$ cat src/rtl/wb_slave_regs_if.sv
// Wishbone classic bus bundle between an interconnect port (master side)
// and the wb_slave_regs register-file slave.
interface wb_slave_regs_if #(
  parameter int DATA_WIDTH = 32,
  parameter int ADDR_WIDTH = 16
);
  logic                      cyc;
  logic                      stb;
  logic                      we;
  logic [ADDR_WIDTH-1:0]     adr;
  logic [DATA_WIDTH-1:0]     dat_w;   // write data towards the slave (dat_i)
  logic [DATA_WIDTH/8-1:0]   sel;
  logic [DATA_WIDTH-1:0]     dat_r;   // read data from the slave (dat_o)
  logic                      ack;
  logic                      err;

  modport master (
    output cyc, stb, we, adr, dat_w, sel,
    input  dat_r, ack, err
  );

  modport slave (
    input  cyc, stb, we, adr, dat_w, sel,
    output dat_r, ack, err
  );
endinterface

$ cat src/rtl/wb_slave_regs.sv
// Wishbone classic (non-pipelined) register-file slave. Decodes a byte
// window of NUM_REGS words, serves single reads/writes after WAIT_CYCLES
// extra cycles, honours byte lanes on writes and terminates unmapped or
// misaligned accesses with err. All bus outputs are registered.
module wb_slave_regs #(
  parameter int                    DATA_WIDTH  = 32,
  parameter int                    ADDR_WIDTH  = 16,
  parameter logic [ADDR_WIDTH-1:0] BASE_ADDR   = 16'h1000,
  parameter int                    NUM_REGS    = 8,
  parameter int                    WAIT_CYCLES = 0
) (
  input  logic             clk_i,
  input  logic             rst_i,
  wb_slave_regs_if.slave   bus
);

  localparam int NBYTES = DATA_WIDTH / 8;
  localparam int LSB    = $clog2(NBYTES);
  localparam int IDXW   = $clog2(NUM_REGS);

  // Window bounds kept one bit wider so a window ending at the top of the
  // address space does not wrap.
  localparam logic [ADDR_WIDTH:0]   WIN_LO     = (ADDR_WIDTH+1)'(BASE_ADDR);
  localparam logic [ADDR_WIDTH:0]   WIN_HI     = WIN_LO + (ADDR_WIDTH+1)'(NUM_REGS * NBYTES);
  localparam logic [ADDR_WIDTH-1:0] ALIGN_MASK = ADDR_WIDTH'((1 << LSB) - 1);
  localparam logic [3:0]            WAIT_LOAD  = 4'(WAIT_CYCLES - 1);

  localparam logic [1:0] ST_IDLE = 2'd0;
  localparam logic [1:0] ST_WAIT = 2'd1;
  localparam logic [1:0] ST_RESP = 2'd2;

  // Byte-lane merge: lanes with sel set take the new data, others keep old.
  function automatic logic [DATA_WIDTH-1:0] lane_merge(
    input logic [DATA_WIDTH-1:0] old_word,
    input logic [DATA_WIDTH-1:0] new_word,
    input logic [NBYTES-1:0]     lanes
  );
    logic [DATA_WIDTH-1:0] result;
    result = old_word;
    for (int b = 0; b < NBYTES; b++) begin
      if (lanes[b]) begin
        result[8*b +: 8] = new_word[8*b +: 8];
      end else begin
        result[8*b +: 8] = old_word[8*b +: 8];
      end
    end
    return result;
  endfunction

  logic [1:0]            state;
  logic [3:0]            wait_cnt;
  logic                  we_q;
  logic [IDXW-1:0]       idx_q;
  logic [DATA_WIDTH-1:0] dat_q;
  logic [NBYTES-1:0]     sel_q;
  logic                  hit_q;
  logic [DATA_WIDTH-1:0] regs [NUM_REGS];

  logic                  req;
  logic                  hit_live;
  logic [ADDR_WIDTH:0]   adr_ext;
  logic                  enter_resp;
  logic                  cur_we;
  logic [IDXW-1:0]       cur_idx;
  logic [DATA_WIDTH-1:0] cur_dat;
  logic [NBYTES-1:0]     cur_sel;
  logic                  cur_hit;

  // Address decode of the live bus request.
  always_comb begin
    req      = bus.cyc & bus.stb;
    adr_ext  = {1'b0, bus.adr};
    hit_live = (adr_ext >= WIN_LO) && (adr_ext < WIN_HI) &&
               ((bus.adr & ALIGN_MASK) == {ADDR_WIDTH{1'b0}});
  end

  // Select the transfer being completed: live inputs when responding straight
  // from IDLE (no wait states), otherwise the values captured at the request.
  always_comb begin
    if (state == ST_IDLE) begin
      cur_we  = bus.we;
      cur_idx = bus.adr[LSB +: IDXW];
      cur_dat = bus.dat_w;
      cur_sel = bus.sel;
      cur_hit = hit_live;
    end else begin
      cur_we  = we_q;
      cur_idx = idx_q;
      cur_dat = dat_q;
      cur_sel = sel_q;
      cur_hit = hit_q;
    end
    case (state)
      ST_IDLE: enter_resp = req && (WAIT_CYCLES == 0);
      ST_WAIT: enter_resp = req && (wait_cnt == 4'd0);
      default: enter_resp = 1'b0;
    endcase
  end

  // Transfer sequencing: capture request, count wait states, abort on stb drop.
  always_ff @(posedge clk_i) begin
    if (rst_i) begin
      state    <= ST_IDLE;
      wait_cnt <= 4'd0;
      we_q     <= 1'b0;
      idx_q    <= {IDXW{1'b0}};
      dat_q    <= {DATA_WIDTH{1'b0}};
      sel_q    <= {NBYTES{1'b0}};
      hit_q    <= 1'b0;
    end else begin
      case (state)
        ST_IDLE: begin
          if (req) begin
            we_q  <= bus.we;
            idx_q <= bus.adr[LSB +: IDXW];
            dat_q <= bus.dat_w;
            sel_q <= bus.sel;
            hit_q <= hit_live;
            if (WAIT_CYCLES == 0) begin
              state <= ST_RESP;
            end else begin
              wait_cnt <= WAIT_LOAD;
              state    <= ST_WAIT;
            end
          end else begin
            state <= ST_IDLE;
          end
        end
        ST_WAIT: begin
          if (!req) begin
            state    <= ST_IDLE;
            wait_cnt <= 4'd0;
          end else if (wait_cnt == 4'd0) begin
            state <= ST_RESP;
          end else begin
            wait_cnt <= wait_cnt - 4'd1;
          end
        end
        ST_RESP: state <= ST_IDLE;
        default: state <= ST_IDLE;
      endcase
    end
  end

  // Response outputs: one-cycle ack/err pulse, read data only during a read ack.
  always_ff @(posedge clk_i) begin
    if (rst_i) begin
      bus.ack   <= 1'b0;
      bus.err   <= 1'b0;
      bus.dat_r <= {DATA_WIDTH{1'b0}};
    end else begin
      bus.ack <= enter_resp & cur_hit;
      bus.err <= enter_resp & ~cur_hit;
      if (enter_resp && cur_hit && !cur_we) begin
        bus.dat_r <= regs[cur_idx];
      end else begin
        bus.dat_r <= {DATA_WIDTH{1'b0}};
      end
    end
  end

  // Register file: write commits on the edge entering RESP, hits only.
  always_ff @(posedge clk_i) begin
    if (rst_i) begin
      for (int i = 0; i < NUM_REGS; i++) begin
        regs[i] <= {DATA_WIDTH{1'b0}};
      end
    end else if (enter_resp && cur_hit && cur_we) begin
      regs[cur_idx] <= lane_merge(regs[cur_idx], cur_dat, cur_sel);
    end else begin
      regs[cur_idx] <= regs[cur_idx];
    end
  end

endmodule

$ cat src/flat_wrapper.sv
// flat-port wrapper written by rule: the top's interface ports become plain ports
module wb_slave_regs_flat 
#(
  parameter int                    DATA_WIDTH  = 32,
  parameter int                    ADDR_WIDTH  = 16,
  parameter logic [ADDR_WIDTH-1:0] BASE_ADDR   = 16'h1000,
  parameter int                    NUM_REGS    = 8,
  parameter int                    WAIT_CYCLES = 0
)
  (clk_i, rst_i, bus_cyc, bus_stb, bus_we, bus_adr, bus_dat_w, bus_sel, bus_dat_r, bus_ack, bus_err);
  wb_slave_regs_if #(.DATA_WIDTH(DATA_WIDTH), .ADDR_WIDTH(ADDR_WIDTH)) bus_i ();
  input  logic clk_i;
  input  logic rst_i;
  input wire logic [$bits(bus_i.cyc)-1:0] bus_cyc;
  input wire logic [$bits(bus_i.stb)-1:0] bus_stb;
  input wire logic [$bits(bus_i.we)-1:0] bus_we;
  input wire logic [$bits(bus_i.adr)-1:0] bus_adr;
  input wire logic [$bits(bus_i.dat_w)-1:0] bus_dat_w;
  input wire logic [$bits(bus_i.sel)-1:0] bus_sel;
  output wire logic [$bits(bus_i.dat_r)-1:0] bus_dat_r;
  output wire logic [$bits(bus_i.ack)-1:0] bus_ack;
  output wire logic [$bits(bus_i.err)-1:0] bus_err;
  assign bus_i.cyc = bus_cyc;
  assign bus_i.stb = bus_stb;
  assign bus_i.we = bus_we;
  assign bus_i.adr = bus_adr;
  assign bus_i.dat_w = bus_dat_w;
  assign bus_i.sel = bus_sel;
  assign bus_dat_r = bus_i.dat_r;
  assign bus_ack = bus_i.ack;
  assign bus_err = bus_i.err;
  wb_slave_regs #(.DATA_WIDTH(DATA_WIDTH), .ADDR_WIDTH(ADDR_WIDTH), .BASE_ADDR(BASE_ADDR), .NUM_REGS(NUM_REGS), .WAIT_CYCLES(WAIT_CYCLES)) u_core (.clk_i(clk_i), .rst_i(rst_i), .bus(bus_i));
endmodule
$ cat config.mk
export PLATFORM = sky130hd
export DESIGN_NAME = wb_slave_regs_flat
export DESIGN_NICKNAME = d
export VERILOG_FILES = /design/src/rtl/wb_slave_regs_if.sv /design/src/rtl/wb_slave_regs.sv /design/src/flat_wrapper.sv
export SDC_FILE = /design/constraint.sdc
export NUM_CORES = 1
export LEC_CHECK = 0
export CORE_MARGIN = 5
export CORE_UTILIZATION = 53
export DETAILED_ROUTE_END_ITERATION = 12
export PLACE_DENSITY = 0.73
export SYNTH_ARGS = -nofsm -noshare
export SYNTH_HDL_FRONTEND = slang
export SYNTH_SLANG_ARGS = --single-unit
export TNS_END_PERCENT = 20
$ cat constraint.sdc
create_clock -name clk_i -period 2.69 [get_ports clk_i]
set_input_delay 0.269 -clock clk_i [delete_from_list [all_inputs] [get_ports clk_i]]
set_output_delay 0.269 -clock clk_i [all_outputs]
set_load 0.03 [all_outputs]
==> results of run 1 <==
metal layers:
metal	share of wire, %	track usage, %	wire length (um)
met2	49	42.5	19800
met5	0	0	0
met3	9.5	4.49	3860
met1	40	35.5	16000
met4	2.3	6.90	921
worst min path at each step:
stage / from / cells after the start / to
detailed placement: u_core.dat_q[27] / 2 / u_core.dat_q[27]
CTS: rst_i / 2 / u_core.dat_q[5]
global placement: u_core.dat_q[29] / 2 / u_core.dat_q[29]
floorplan: bus_dat_w[0] / 2 / u_core.dat_q[0]
global route: rst_i / 2 / u_core.dat_q[2]
finish: rst_i / 2 / u_core.dat_q[5]
logic make-up (layout without fill, tap and decap cells):
| family | after synthesis | in the layout | synth area share (%) |
|---|---|---|---|
| and+or+nand+nor | 494 | 494 | 15.8 |
| buffers and inverters | 130 | 343 | 3.97 |
| AOI/OAI and AO/OA | 173 | 173 | 9.90 |
| muxes | 134 | 134 | 9.03 |
| DFF | 330 | 330 | 61.3 |
registers in the layout (all words and copies together) (netlist names):
signal            flops
u_core.regs         256
u_core.idx_q          3
u_core.state          1
u_core.dat_q         32
u_core.bus.dat_r     32
u_core.sel_q          4
u_core.bus.err        1
u_core.bus.ack        1
synth_stat cells:
master | number | area (sq um)
mux2i_1 | 129 | 1290
a31o_2 | 1 | 8.76
o22ai_1 | 64 | 400
and3b_1 | 1 | 8.76
mux2_4 | 1 | 15.0
nor4b_1 | 1 | 8.76
nand2b_1 | 8 | 50.1
dfxtp_1 | 74 | 1480
a21oi_1 | 39 | 195
inv_2 | 1 | 3.75
mux2_1 | 4 | 45.0
edfxtp_1 | 256 | 7690
inv_1 | 33 | 124
nand2_1 | 79 | 297
nor4_1 | 1 | 6.26
a31oi_2 | 1 | 12.5
a211oi_4 | 32 | 641
nor3_1 | 259 | 1300
nor3b_1 | 34 | 255
a31oi_1 | 36 | 225
clkbuf_1 | 71 | 267
and2_1 | 1 | 6.26
nand3b_1 | 1 | 7.51
nor2_1 | 99 | 372
or2_2 | 1 | 6.26
buf_2 | 1 | 5.00
buf_1 | 5 | 18.8
buf_6 | 9 | 101
or3_1 | 8 | 50.1
and4_1 | 1 | 8.76
buf_4 | 10 | 75.1
power groups by stage:
stage / Sequential (W) / Clock, W / Combinational, W
5_1_grt: 0.00585 / 0.00509 / 0.00174
4_1_cts: 0.00583 / 0.00486 / 0.00163
3_3_place_gp: 0.00592 / 0 / 0.00158
6_report: 0.00583 / 0.00482 / 0.00164
2_1_floorplan: 0.00591 / 0 / 0.000952
3_5_place_dp: 0.00594 / 0 / 0.00161
area by class of cell:
cell class,instances,area (sq um)
fillers,2059,9240
flip-flops and latches,330,9170
multi-input cells,801,5310
repair buffers,246,2390
clock buffers,52,1040
well taps,378,473
inverters,34,128
clock inverters,11,108
per-stage QoR:
step           util [%]  setup slack (ps)  instance area, sq um  cells
4_1_cts            66.8               250                 18600   1852
5_1_grt            66.8               141                 18600   1852
2_1_floorplan         -               290                 15000   1261
3_3_place_gp       62.7               123                 17500   1789
3_5_place_dp       62.7              38.0                 17500   1789
6_report           66.8               232                 18600   1852
worst register-to-register path, cell delays in order (launching register included):
cell and delay [ps]:
dfxtp_2 460, mux2_8 500, buf_4 240, buf_4 160, mux2i_1 160, o22ai_1 150, a211oi_4 420, nor3_1 110
==> run metrics, run 1 <==
status finished, final reports clean; CTS Hold Buffers Added 0; Tot Pwr 0.0123 W; CORE AREA 27900 sq um; sequential share of the synthesized area 61.3%; peak fanout along the critical path 15; DP HPWL 25400 um; crit start category flip-flop; Cells after Synth 1261; final setup fails 0; CP max stage delay 500 ps; WP data required 2930 ps; Slew HR 62.4%; post_cts resized 0; Most common cell on crit path buf_4; Max Clk Rate 407 MHz; die area 31700 sq um; Area Growth Syn to Fin 24.4%; CP top delay family multiplexers; Die W 178 um; Setup crit end kind flip-flop; crit path capture u_core.regs[4][22]; R2R cell count 7; Final #Nets 1506; Slew @ Worst Pin 563 ps; Clk network pwr share 39.2%; Synth cell types 31; Sink Count 330; DRT antenna net count 0; Sw Share 24.4%; Setup Crit Path Kind flip-flop to flip-flop; global-route wire length before repair 63000 um; Routed Wire Length 40600 um; maxcap violations 0; Seq cells post-synth 330; vias per cell 6.02; hold slack 264 ps; internal power component 0.00930 W; critical register-to-register path endpoint u_core.regs[4][22]; Critical Path Stages 7; setup_tns 0 ps; DRT Pass-1 Iters 7; Hold Fails Final Rpt 0; initial drt markers 1235; Layout Skew 16.4 ps; Sequential Power Share 47.5%; Critical Path AT 2700 ps; CTS Buffer Depth 3; Slowest cell on crit path mux2_8; Routed WL per cell 21.9 um; switching pwr 0.00299 W; Yosys Warn Count 0; vias post-DR 11144; largest net degree at the start of global routing 57; vias in the first global route 11182; most frequent cells in the layout 259 x nor3_1, 256 x edfxtp_1, 130 x buf_4; Skew-Pair Late Insertion Delay 520 ps; Final period util 91.4%; maximum VDD drop 435 uV; clock tree root driver cell clkbuf_16; RePlAce Congestion 0.816; RR Startpoint u_core.state[1]; Pwr Density 660 nW/um^2; All-Layer GR Usage 25.7%; Clock transition at path regs 60 ps; Mapped Area 15000 sq um; initial antenna violation count 0; Synthesized Nets 1318; CTS tree done; min cycle time layout 2460 ps; total gr overflow 0; n_diodes 0; critical path launch point u_core.state[1]; average size of a mapped cell 11.9 sq um; Post-route DRC 0; CTS Buf Count 36; Register-to-Register Setup Slack 230 ps; Port-buffer cells 90; share of layout cells above drive strength 1 17.4%; RSZ-0062 raised after global routing no; LEAKAGE 6.67 nW; Buf/Inv on CP 2; Min-Delay Path Class input pin to flip-flop; Setup Buffers After CTS 0; CTS H-tree lvls 2; combinational group share of total power 13.3%; fin. max-slew vios 0; commonest non-fill, non-tap cell in the layout nor3_1; IO Count 91; Chip Height 178 um; starting density of the core 53.7%; Row Count 61; Cell Chain, Critical Path mux2_8, buf_4, buf_4, mux2i_1, o22ai_1, a211oi_4, nor3_1
No activity file was read; power rests on OpenSTA's default activity.
==> run 2, diff against run 1 <==
SKIP_CTS_REPAIR_TIMING = 1   (was unset)
==> results of run 2 <==
No change in the layout: final DEF, timing and power equal those of run 1.
